--- src/rtl/score_ctrl.sv ---
// Two-player score keeper: counts points, spaces out serves with an idle
// delay, and declares a winner at WIN_SCORE. All outputs are registered.
module score_ctrl #(
  parameter int WIN_SCORE   = 9,
  parameter int SERVE_DELAY = 1000
) (
  input  logic       clk,
  input  logic       reset,
  input  logic       start,
  input  logic       point_p1,
  input  logic       point_p2,
  output logic [3:0] score_p1,
  output logic [3:0] score_p2,
  output logic       serve,
  output logic       serve_side,
  output logic       game_over,
  output logic       winner
);

  typedef enum logic [1:0] {IDLE, SERVE_WAIT, PLAY, GAME_OVER} state_t;

  localparam logic [3:0]  WIN = 4'(WIN_SCORE);
  localparam logic [15:0] DLY = 16'(SERVE_DELAY);

  state_t      state, state_n;
  logic [15:0] cnt, cnt_n;
  logic [3:0]  s1_n, s2_n, inc1, inc2;
  logic        serve_n, side_n, go_n, win_n;
  logic        solo_p1, solo_p2;

  // Saturating increments; a score can never pass WIN_SCORE.
  assign inc1    = (score_p1 < WIN) ? score_p1 + 4'd1 : score_p1;
  assign inc2    = (score_p2 < WIN) ? score_p2 + 4'd1 : score_p2;
  assign solo_p1 = point_p1 & ~point_p2;
  assign solo_p2 = point_p2 & ~point_p1;

  always_ff @(posedge clk or posedge reset) begin
    if (reset) begin
      state      <= IDLE;
      cnt        <= '0;
      score_p1   <= '0;
      score_p2   <= '0;
      serve      <= 1'b0;
      serve_side <= 1'b0;
      game_over  <= 1'b0;
      winner     <= 1'b0;
    end else begin
      state      <= state_n;
      cnt        <= cnt_n;
      score_p1   <= s1_n;
      score_p2   <= s2_n;
      serve      <= serve_n;
      serve_side <= side_n;
      game_over  <= go_n;
      winner     <= win_n;
    end
  end

  always_comb begin
    state_n = state;
    case (state)
      IDLE, GAME_OVER: if (start) state_n = SERVE_WAIT;
      SERVE_WAIT:      if (cnt == 16'd0) state_n = PLAY;
      PLAY: begin
        if (solo_p1)                  state_n = (inc1 == WIN) ? GAME_OVER : SERVE_WAIT;
        else if (solo_p2)             state_n = (inc2 == WIN) ? GAME_OVER : SERVE_WAIT;
        else if (point_p1 & point_p2) state_n = SERVE_WAIT;
      end
      default:         state_n = IDLE;
    endcase
  end

  always_comb begin
    cnt_n   = cnt;
    s1_n    = score_p1;
    s2_n    = score_p2;
    serve_n = 1'b0;
    side_n  = serve_side;
    go_n    = game_over;
    win_n   = winner;
    case (state)
      IDLE, GAME_OVER: if (start) begin
        cnt_n  = DLY;
        s1_n   = '0;
        s2_n   = '0;
        side_n = 1'b0;
        go_n   = 1'b0;
      end
      SERVE_WAIT: begin
        if (cnt == 16'd0) serve_n = 1'b1;
        else              cnt_n   = cnt - 16'd1;
      end
      PLAY: begin
        // Loser of the rally serves next; a let keeps the server.
        if (solo_p1) begin
          s1_n   = inc1;
          side_n = 1'b1;
        end else if (solo_p2) begin
          s2_n   = inc2;
          side_n = 1'b0;
        end
        if (state_n == GAME_OVER) begin
          go_n  = 1'b1;
          win_n = solo_p2;
        end else if (state_n == SERVE_WAIT) begin
          cnt_n = DLY;
        end
      end
      default: ;
    endcase
  end

endmodule

--- config.mk ---
export PLATFORM = sky130hd
export DESIGN_NAME = score_ctrl
export DESIGN_NICKNAME = d
export VERILOG_FILES = /design/src/rtl/score_ctrl.sv
export SDC_FILE = /design/constraint.sdc
export NUM_CORES = 1
export LEC_CHECK = 0
export ABC_CLOCK_PERIOD_IN_PS = 3000
export CORE_UTILIZATION = 50
export CTS_CLUSTER_DIAMETER = 80
export DETAILED_ROUTE_END_ITERATION = 10
export PLACE_DENSITY_LB_ADDON = 0.08
export REMOVE_ABC_BUFFERS = 1
export SETUP_SLACK_MARGIN = 0.02
export SYNTH_ARGS = -nofsm -noshare
export SYNTH_HDL_FRONTEND = slang
export SYNTH_SLANG_ARGS = --single-unit
--- constraint.sdc ---
create_clock -name clk -period 3 [get_ports clk]
set_input_delay 0.6 -clock clk [delete_from_list [all_inputs] [get_ports clk]]
set_output_delay 0.6 -clock clk [all_outputs]
set_load 0.02 [all_outputs]
Word-level counts from Yosys, hierarchy flattened:

Index checks and enable logic that the tools add are counted.

* input bits: 5
* word-level logic and storage cells: 73
* register bits after elaboration: 30
* output and inout port bits: 12

* add/subtract/negate cells: 3
* reduce and logical (&&, ||, !) cells: 10
* magnitude comparators: 2
* muxes and demuxes: 29
* bitwise logic cells: 5
* equal/unequal tests: 16

Operators with widths (count)
* $mux W16: 4
* $pmux W16 S3: 1
* $mux W4: 6
* $logic_not A16 Y1: 1
* $ne A2 B2 Y1 const B: 8
* $pmux W4 S2: 2
* $sub A16 B1 Y16 const B: 1
* $mux W2: 7
* $reduce_and A3 Y1: 3
* $add A4 B1 Y4 const B: 2
* $eq A4 B4 Y1 const B: 2
* $lt A4 B4 Y1 const B: 2
* $reduce_and A4 Y1: 2
* $eq A2 B2 Y1 const B: 3
* $mux W1: 6
* $pmux W2 S3: 1
* $eq A2 B1 Y1 const B: 2
* $pmux W1 S2: 2
* $and A1 B1 Y1: 3
* $ne A3 B3 Y1 const B: 1
* $logic_not A2 Y1: 1
* $not A1 Y1: 2
* $reduce_and A2 Y1: 1
* $reduce_bool A2 Y1: 1
* $reduce_or A2 Y1: 1

Depth between registers and ports, before layout:

* depth in word-level cells: 11
* gate-level depth with buffers: 11
* depth with buffers taken out: 9

Worst setup path after synthesis:

No wires, ideal clock.

* path type: flip-flop to flip-flop
* start point: register score_p1[0]
* end point: register cnt[6]
* slack: 0.416 ns
* cell stages (with the launch flop): 10
* data required time: 2.868 ns
* arrival: 2.453 ns
* setup time: 0.132 ns
* period minus slack after synthesis: 2.584 ns
* cell sequence: dfrtp_1 > inv_1 > ha_1 > a211o_1 > a221oi_1 > nor4_4 > o211ai_2 > buf_4 > nor3_1 > or3b_1

* cells in the longest elaborated chain, start to end: 9

RTL lines
* start: declaration: line 12 `output logic [3:0] score_p1,`
* start signal: assignment: line 50 `score_p1 <= s1_n;`
* $add A4 B1 Y4 / $lt A4 B4 Y1 (equally long branches): line 32 `assign inc1 = (score_p1 < WIN) ? score_p1 + 4'd1 : score_p1;`
* $mux W4 *: line 32
* $eq A4 B4 Y1 *: line 65 `if (solo_p1) state_n = (inc1 == WIN) ? GAME_OVER : SERVE_WAIT;`
* $mux W2 * (2 in a row): line 65
* $pmux W2 S3 *: line 61 `case (state)`
* $eq A2 B1 Y1 / $eq A2 B2 Y1 (equally long branches): line 105, 102
* $ne A2 B2 Y1 (no source line)
* $reduce_and A4 Y1 (no source line) *
* end signal: assignment: line 49 `cnt <= cnt_n;`
* end: declaration: line 26 `logic [15:0] cnt, cnt_n;`

Mark *: on every way between the ends. The rest lies on a longest branch, timed or not.
A chain may end at the register's enable or synchronous reset.

Final worst setup path:

* start point: input point_p2
* end point: register cnt[6]

* cells in the longest elaborated chain, start to end: 8

RTL lines
* start: declaration: line 11 `input logic point_p2,`
* $and A1 B1 Y1: line 67 `else if (point_p1 & point_p2) state_n = SERVE_WAIT;`
* $mux W2: line 67
* $mux W2: line 66 `else if (solo_p2) state_n = (inc2 == WIN) ? GAME_OVER : SERVE_WAIT;`
* $mux W2 *: line 65
* $pmux W2 S3 *: line 61
* $eq A2 B1 Y1 / $eq A2 B2 Y1 (equally long branches): line 105, 102
* $ne A2 B2 Y1 (no source line)
* $reduce_and A4 Y1 (no source line) *

Marks and branches as above.

==> metrics.md <==
| Metric | Value |
|---|---|
| Final setup skew | `0.00795 ns` |
| Routed length per instance | `between 10 and 15 um` |
| Initial drt markers | `~180` |
| Wire length of the first global-routing pass | `~7700 um` |
| Final hold violations | `0` |
| Clock root buffer | `sky130_fd_sc_hd__clkbuf_8` |
| Synth top area share | `38.3%` |
| R2r setup slk | `just over 0.3 ns` |
| Total number of placement rows | `22` |
| Port bufs | `16` |
| CP max stage delay | `between 0.5 and 0.6 ns` |
| Nets@finish | `between 200 and 300` |
| Setup repair after global routing missed its margin | `false` |
| Relative contribution of combinational cells to total power | `~3.2%` |
| H-tree levels | `2` |
| Number of resized instances in the post-cts repair step | `0` |
| CTS Buffer Depth | `2` |
| Crit path time final | `2.78 ns` |
| CTS tree | `built` |
| Number of antenna repair diodes | `0` |
| Total Wirelength | `4410 um` |
| Max Slew Vio Count | `0` |
| Maximum clock rate | `0.360 GHz` |
| Quantity of hold-fixing buffers added after cts | `0` |
| Vias in the first global route | `about 1700` |
| Length of the first detailed-routing pass in iterations | `4` |
| Switching power total | `0.159 mW` |
| Final antenna-violating net count | `0` |
| Share of power burned in registers | `between 50% and 60%` |
| Slowest CP cell | `sky130_fd_sc_hd__clkdlybuf4s50_1` |
| Post-synthesis average cell area | `9.07 um2` |
| Floorplan die width | `64.6 um` |
| Fin cells | `between 200 and 300` |
| Critical path depth in cells | `11` |
| Power per cell area | `325 mW/mm2` |
| Lkg Pwr | `about 1.0 nW` |
| Startpoint of the lowest-slack hold path | `winner$_DFFE_PP0P_` |
| Worst-case hold slack | `~0.52 ns` |
| Final number of setup-violating endpoints | `0` |
| Maximum number of pins on one net before global-route repair | `31` |
| Reg2reg end | `cnt[6]$_DFFE_PP0P_` |
| Post-synthesis sequential area ratio | `about two fifths` |
| Cells taking the most area after synthesis | `sky130_fd_sc_hd__dfrtp_1 38%, sky130_fd_sc_hd__ha_1 7.0%, sky130_fd_sc_hd__nand2_1 4.2%` |
| Main synth FF type | `sky130_fd_sc_hd__dfrtp_1` |
| Proportion of register bits with asynchronous set or reset after synthesis | `between 90% and 100%` |
| Switching part of the total power | `21.0%` |
| Initial Util | `52.7%` |
| Number of antenna violations at the first check in global routing | `0` |
| Data required time at the worst endpoint | `between 3 and 4 ns` |
| Final estimated routing congestion in global placement | `approximately 0.90` |
| Number of placed cells counting well taps | `287` |
| Syn Inst Count | `between 200 and 250` |
| Path class of the lowest-slack min-delay path | `register to register` |
| Final Util | `~63%` |
| Hold worst-path end | `winner$_DFFE_PP0P_` |
| Actual slew at the worst max-slew pin | `about 0.62 ns` |
| Overflow left after global routing | `0` |
| Area leader, netlist | `sky130_fd_sc_hd__dfrtp_1` |
| Number of library cell types mapped by synthesis | `47` |
| Top Family by Delay on Critical Path | `buffers and inverters` |
| Number of clock sinks | `30` |
| Signal arrival time at the worst endpoint | `2.93 ns` |
| Worst setup EP type | `register` |
| Crit-path max FO | `7` |
| Fraction of power consumed by the clock network | `43.4%` |
| Reg-to-reg critical path startpoint | `score_p1[0]$_DFFE_PP0P_` |
| Aggregate negative setup slack | `0 ns` |
| Area of the core | `0.00372 mm2` |
| Routed via count divided by cell count | `~5.9` |
| Worst-Skew Late Latency | `around 0.27 ns` |
| Critical Setup Path Class | `input pin to register` |
| DRC viols | `0` |
| Cell area after synthesis | `just under 0.002 mm2` |
| Detailed placer's ending HPWL | `roughly 3400 um` |
| Critical Path, Cell by Cell | `clkdlybuf4s50_1, inv_1, ha_1, nor2b_1, nand2_1, a221oi_1, buf_4, nor4_4, o211ai_2, nor3_1, or3b_1` |
| Clk pin slew, worst setup/hold paths | `0.07 ns` |
| Final critical-path share of the clock period | `between 90 and 100%` |
| Status | `complete, no violations` |
| Number of buffer and inverter stages on the critical path | `3` |
| Count of yosys warnings during synthesis | `0` |
| Max Cap Violations | `0` |
| IR Drop Worst-Case VDD | `about 0.00024 V` |
| Share of final-layout standard cells stronger than drive strength 1 | `between 10% and 20%` |
| Cell depth of the worst min-delay path | `1` |
| FF-to-FF path depth | `9` |
| Number of placed I/O pins | `17` |
| Post-route total power | `roughly 0.76 mW` |
| Type of origin of the critical path | `input pin` |
| Number of synthesized flops with an enable pin | `0` |
| Worst max-slew margin expressed relative to the limit | `58.2%` |
| Total global routing track utilization | `around 24%` |
| Via count | `1743` |
| Die outline area | `approximately 0.0042 mm2` |
| Internal power contribution | `0.599 mW` |
| Layout-stage area growth over the synthesis result | `19.2%` |
| Post-synthesis register bit count | `30` |
| Die span in y | `~65 um` |
| Num CTS Buffers | `5` |
| Number of buffers inserted to repair setup after CTS | `0` |
[cell type report]
cell class	count	area, um2
clock buffer	7	86.3
tap	48	60.1
clock inverter	1	5.00
timing repair buffer	27	243
multi-input combinational	169	1140
inverter	13	48.8
fill	335	1380
sequential	30	751
[how the worst max path moves through the flow]
| stage | end | startpoint | slack [ns] |
|---|---|---|---|
| finish | cnt[6]$_DFFE_PP0P_ | point_p2 | 0.22 |
| global placement | cnt[6]$_DFFE_PP0P_ | point_p2 | -0.05 |
| floorplan | cnt[6]$_DFFE_PP0P_ | score_p1[0]$_DFFE_PP0P_ | 0.38 |
| detailed placement | cnt[6]$_DFFE_PP0P_ | point_p2 | -0.06 |
| CTS | cnt[6]$_DFFE_PP0P_ | point_p2 | 0.22 |
| global route | cnt[15]$_DFFE_PP0P_ | point_p2 | 0.03 |
[worst register-to-register path: stages (launching register included)]
cell and delay [ns]:
sky130_fd_sc_hd__dfrtp_1 0.46, sky130_fd_sc_hd__inv_1 0.10, sky130_fd_sc_hd__ha_1 0.19, sky130_fd_sc_hd__nand2b_1 0.11, sky130_fd_sc_hd__a211o_1 0.31, sky130_fd_sc_hd__a221oi_1 0.54, sky130_fd_sc_hd__nor4_4 0.13, sky130_fd_sc_hd__o211ai_2 0.31
sky130_fd_sc_hd__nor3_1 0.07, sky130_fd_sc_hd__or3b_1 0.36
[cells in the mapped netlist (all sizes together), types with 2 or more instances]
cell / count
a211o: 2
or4: 4
or2: 4
ha: 11
nor3: 2
dfrtp: 30
nor4: 5
nand3b: 2
nor2: 20
o21ai: 15
nand2b: 7
o31ai: 3
nor2b: 7
a22o: 4
a31oi: 4
a41oi: 4
nand4: 4
mux2i: 2
clkbuf: 3
mux2: 3
o21a: 3
and2: 3
a21oi: 14
or3: 4
o21bai: 2
nand2: 23
a221oi: 2
inv: 13
a21o: 3
[registers in the layout (all words and copies together) (netlist names)]
| name | count |
|---|---|
| serve_side | 1 |
| game_over | 1 |
| cnt | 16 |
| state | 2 |
| serve | 1 |
| score_p2 | 4 |
| score_p1 | 4 |
| winner | 1 |
[metrics by stage]
step                worst slack, ns  cell area (um2)
detailed placement          -0.0619             2240
global route                 0.0258             2330
finish                        0.221             2330
global placement            -0.0520             2240
CTS                           0.224             2330
floorplan                     0.382             1940
[power groups by stage]
stage | clock network [mW] | logic [mW] | registers, mW
2_1_floorplan | 0 | 0.0130 | 0.412
3_3_place_gp | 0 | 0.0246 | 0.412
3_5_place_dp | 0 | 0.0250 | 0.412
4_1_cts | 0.343 | 0.0252 | 0.404
5_1_grt | 0.355 | 0.0284 | 0.404
6_report | 0.329 | 0.0245 | 0.405
[per-layer routing]
layer	track usage, %	up-vias	wire length [um]
met5	0	-	0
met4	10.0	0	83
met3	5.28	8	170
met2	41.6	55	2240
met1	28.7	827	1910
li1	-	853	-
[kinds of logic (layout without fill, tap and decap cells)]
logic type | after synthesis | in the layout | share of synthesized area [%]
AOI/OAI and AO/OA | 64 | 64 | 22.3
DFF | 30 | 30 | 38.3
adders and majority gates | 11 | 11 | 7.02
and+or+nand+nor | 88 | 88 | 25.7
buffers and inverters | 17 | 48 | 3.45
muxes | 5 | 5 | 2.75
xor gates and xnor gates | 1 | 1 | 0.447
[layout by cell type, fill, tap and decap left out, types with 6 or more instances in the layout]
master and count:
sky130_fd_sc_hd__a21oi_1 14, sky130_fd_sc_hd__buf_4 11, sky130_fd_sc_hd__clkbuf_8 6, sky130_fd_sc_hd__clkdlybuf4s50_1 16, sky130_fd_sc_hd__dfrtp_1 30, sky130_fd_sc_hd__ha_1 11
sky130_fd_sc_hd__inv_1 13, sky130_fd_sc_hd__nand2_1 22, sky130_fd_sc_hd__nand2b_1 7, sky130_fd_sc_hd__nor2_1 19, sky130_fd_sc_hd__nor2b_1 7, sky130_fd_sc_hd__o21ai_0 14
Power figures use the tool's default switching activity.
==> RTL change 1 (config.mk and constraints unchanged) <==
The 4 states of `state_t` get a one-hot encoding in 4 bits.
--- a/src/rtl/score_ctrl.sv
+++ b/src/rtl/score_ctrl.sv
@@ -17,7 +17,7 @@
   output logic       winner
 );
 
-  typedef enum logic [1:0] {IDLE, SERVE_WAIT, PLAY, GAME_OVER} state_t;
+  typedef enum logic [3:0] {IDLE = 4'b0001, SERVE_WAIT = 4'b0010, PLAY = 4'b0100, GAME_OVER = 4'b1000} state_t;
 
   localparam logic [3:0]  WIN = 4'(WIN_SCORE);
   localparam logic [15:0] DLY = 16'(SERVE_DELAY);
Formal check against the unedited RTL: no difference found for any inputs over 10 cycles, from zero or initial values and one cycle with reset high; not proved beyond that.
==> RTL change 1 against the original RTL <==
- count of clock-buffer cells in the layout shrank 1
- sequential cell count increased by 2
- synthesized area decreased by 1.9%
- first-iteration DRC count is 70% lower
- non-clock buffer count shrank 9
- wire length decreased by 18%
- design area fell by 4.6%
- worst setup slack better by 0.36 ns
- worst hold slack lost 0.023 ns
Power is not compared: it rests on default switching activity, and its combinational part moved more than twofold at a synthesized area within 25%.
==> RTL change 1: results (changes against the original RTL) <==
[global_routing]
use_met3=0.0589  ; +0.00611
grt_util_all_layers=0.207  ; -0.0339
grt_pass1_wl_um=6410  ; -17%
grt_pass1_vias=1465  ; -16%

[synth]
synthAdderAreaFrac=0.0521  ; -0.0182
yosysWarnings=0  ; unchanged
yosysUniqueCellTypes=53  ; +13%
synth_compound_area_frac=0.144  ; -0.0790
synth_area_per_cell_um2=9.66  ; +6.5%
muxShareOfSynthArea=0.0221  ; -0.00532
synth_common_cells=dfrtp_1 (31), nor2_1 (19), nand2_1 (17)
yosys-top-cells-area=dfrtp_1 (40%), ha_1 (5.2%), nor2_1 (3.7%), o21ai_0 (3.4%), nand2_1 (3.3%)
synth-xor-area-share=0.0638  ; +0.0593

[cells_and_area]
fin_nets=232  ; -11%
drive_above_1_share=0.109  ; -0.0245
multi_input_area_um2=1030  ; -9.4%
nFillCells=313  ; -6.6%

[drt]
viasPerCell=5.50  ; -7.0%
drt_iter0_drc=54  ; -70%
drt-total-wl_um=3620  ; -18%

[placed_design]
place_ws_ns=0.325  ; +0.387 ns
dp_hpwl_um=2710  ; -19%
dpl.cell_count=260  ; -9.4%
place_congestion=0.821  ; -9.0%
placed_cell_area_um2=2120  ; -5.5%

[run_status]
run_status=completed

[power_and_ir_drop]
seqPwrFrac=0.456

[clock_network]
insertion_delay_ns=0.29  ; +0.02 ns

[min_path]
min_to=game_over
worstHoldPathCells=2  ; +1

[timing]
holdWs_ns=0.496  ; -0.0230 ns
fin_skew_ns=0.00620  ; -0.00176 ns
slew_headroom=0.694  ; +0.112

[critical_path]
rrSetupSlack_ns=0.58  ; +0.27 ns
worst_ep_arrival_time_ns=2.59  ; -0.34 ns

[RTL change 1: changes by cell type in the layout (fill, tap and decap cells not counted), moves of 5 or more]
cell     delta
nor2b_1     -5
a21oi_1     -7
xnor2_1     +7
buf_4       -9
xor2_1      +6
nand2_1     -5
nand3_1     +7
[RTL change 1: worst max-delay path by stage]
stage | to | cells past startpoint | from | slack (ns)
floorplan | cnt[8] | 7 | score_p1[0] | 0.75
global placement | cnt[8] | 7 | point_p1 | 0.43
detailed placement | cnt[8] | 7 | point_p1 | 0.32
CTS | cnt[0] | 8 | score_p1[0] | 0.56
global route | cnt[8] | 7 | score_p1[0] | 0.41
finish | cnt[8] | 7 | score_p1[0] | 0.58
[RTL change 1: final cells by class]
class / count / share of cell area
well taps: 48 / 0.0270
flip-flops and latches: 32 / 0.360
repair buffers: 18 / 0.0787
inverters: 13 / 0.0219
clock buffers: 6 / 0.0326
multi-input cells: 149 / 0.464
clock inverters: 2 / 0.0157
[RTL change 1: per-layer routing]
| metal | wire [µm] | vias up | share of wire |
|---|---|---|---|
| li1 | - | 740 | - |
| met3 | 93 | 5 | 0.026 |
| met5 | 0 | - | 0 |
| met2 | 1870 | 15 | 0.52 |
| met1 | 1600 | 713 | 0.44 |
| met4 | 55 | 0 | 0.015 |
[RTL change 1: kinds of logic (layout without fill, tap and decap cells)]
family | count (synthesis) | count (layout)
simple gates | 85 | 85
compound gates | 38 | 38
flops | 32 | 32
buf+inv | 18 | 39
xor+xnor | 14 | 14
fa+ha+maj | 8 | 8
mux | 4 | 4
[RTL change 1: worst max-delay path, stage by stage (launching register included)]
cell and delay [ns]:
dfrtp_1 0.47, inv_2 0.07, ha_1 0.21, nand2b_1 0.17, or3_1 0.34, a32oi_2 0.36
o221ai_4 0.26, or3b_1 0.42
==> RTL change 2 (config.mk and constraints unchanged) <==
Made on the original files. Change the parameter `SERVE_DELAY` from 1000 to 512.
--- a/src/rtl/score_ctrl.sv
+++ b/src/rtl/score_ctrl.sv
@@ -2,7 +2,7 @@
 // delay, and declares a winner at WIN_SCORE. All outputs are registered.
 module score_ctrl #(
   parameter int WIN_SCORE   = 9,
-  parameter int SERVE_DELAY = 1000
+  parameter int SERVE_DELAY = 512
 ) (
   input  logic       clk,
   input  logic       reset,
Check against the original RTL: no difference found for any inputs over 10 cycles, from zero or initial values and one cycle with reset high; that may be too few to reach the edited logic, so the function may still have changed.
==> RTL change 2 against the original RTL <==
- wire length up 0.75%
- via count is 0.11% higher
- worst setup slack got worse by 0.018 ns
- design area up 2.6%
- sequential cell count stayed put
- synthesized area about the same
- critical path type is now register to register
- largest cell class unchanged
- highest routed layer unchanged
Power is left out: it rests on default switching activity, and per cell area and clock period it moved more than threefold.
==> RTL change 2: results (changes against the original RTL) <==
[timing]
slew_headroom=0.611  ; +0.0292
fin_skew_ns=0.00496  ; -0.00300 ns

[placed_design]
place_congestion=0.865  ; -4.1%
dp_hpwl_um=3300  ; -1.7%
port_buffers=16  ; unchanged

[global_routing]
antenna_found_initial=0  ; unchanged
grt_pass1_wl_um=7670  ; -0.45%
grt_util_all_layers=0.240  ; -0.000558
grt_max_degree=17  ; -45%
grt_pass1_vias=1720  ; -1.1%

[cells_and_area]
fin_nets=266  ; +1.5%
drive_above_1_share=0.151  ; +0.0178
nFillCells=325  ; -3.0%

[critical_path]
rrSetupSlack_ns=0.20  ; -0.11 ns
cp-startpoint=score_p1[0]
crit_fanout=9  ; +2
r2r_cells=10  ; +1
timing.critical_path.max_delay_family=simple AND/OR/NAND/NOR gates
worst_ep_arrival_time_ns=3.02  ; +0.09 ns
cp_slowest_stage_delay_ns=0.51  ; -0.02 ns
timing.critical_path.to=cnt[15]
slowest_stage=dfrtp_1

[drt]
routedWlPerCell_um=14.8  ; -0.60%
drt_iter0_drc=138  ; -24%
dr.pass1.iters=4  ; unchanged
viasPerCell=5.84  ; -1.2%
drc_errors=0  ; unchanged

[synth]
yosysSeqAreaShare=0.383  ; about the same
synth_common_cells=dfrtp_1 (30), nand2_1 (23), nor2_1 (19)
async_flop_share=1.00  ; unchanged
yosys-top-cells-area=dfrtp_1 (38%), ha_1 (7.0%), nand2_1 (4.4%), nor2_1 (3.6%), a21oi_1 (3.6%)
yosysUniqueCellTypes=55  ; +17%

[run_status]
run_status=completed

[min_path]
hold_path.startpoint=game_over

[clock_network]
tritoncts.num_buffers=5  ; unchanged
clk_pin_slew_ns=0.07  ; about the same

## RTL change 2: cell count changes after synthesis, sizes merged, moves of 3 or more
cell,delta
or3,+3
o211ai,+3
nand3,+5
a22o,-3
buf,+4
clkbuf,-3
o31ai,+4
## RTL change 2: kinds of logic (layout without fill, tap and decap cells)
family / after synthesis / after routing / synth area share
buffers and inverters: 21 / 55 / 0.0472
multiplexers: 3 / 3 / 0.0166
adder cells (fa/ha/maj): 11 / 11 / 0.0702
AND/OR/NAND/NOR: 86 / 86 / 0.233
flip-flops: 30 / 30 / 0.383
AO/OA/AOI/OAI: 66 / 66 / 0.250
## RTL change 2: metal layers
layer	GRT usage	wire (µm)
met1	0.282	1970
met2	0.429	2290
met3	0.0370	114
met4	0.106	74
met5	0	0
## RTL change 2: worst min-delay path by stage
stage	to	slack, ns	cells after the start
after floorplan	cnt[0]	0.49	1
after global placement	winner	0.48	1
after detailed placement	game_over	0.50	1
after CTS	game_over	0.51	1
after global routing	game_over	0.56	1
final	game_over	0.52	1
## RTL change 2: worst reg2reg max path: stages (launching register included)
cell,delay (ns)
dfrtp_1,0.51
inv_1,0.08
ha_1,0.25
nand2b_1,0.16
a221o_2,0.38
a2111oi_4,0.36
buf_4,0.18
o41ai_1,0.08
and2_1,0.19
or4_1,0.48
nand2_1,0.09
## RTL change 2: area by class of cell
type / instances / share of cell area
Timing Repair Buffer: 31 / 0.116
Inverter: 16 / 0.0251
Sequential cell: 30 / 0.313
Multi-Input combinational cell: 166 / 0.475
Tap cell: 48 / 0.0251
Clock buffer: 8 / 0.0460
## RTL change 2: repair_timing
action                                  in CTS  in global routing
resized for setup                            0                  5
pin swaps                                    1                  2
endpoints found under the setup margin       3                 12
setup buffers                                3                  0
gates cloned                                 0                  0
hold buffers                                 0                  0
## RTL change 2: per-stage QoR
step,hold slack (ns),utilization,instance area (µm²),setup slack (ns),cells
2_1_floorplan,0.487,-,1930,0.341,212
3_3_place_gp,0.483,0.602,2240,-0.147,288
3_5_place_dp,0.500,0.602,2240,-0.278,288
4_1_cts,0.514,0.638,2370,0.0308,299
5_1_grt,0.558,0.645,2400,0.105,299
6_report,0.522,0.645,2400,0.203,299
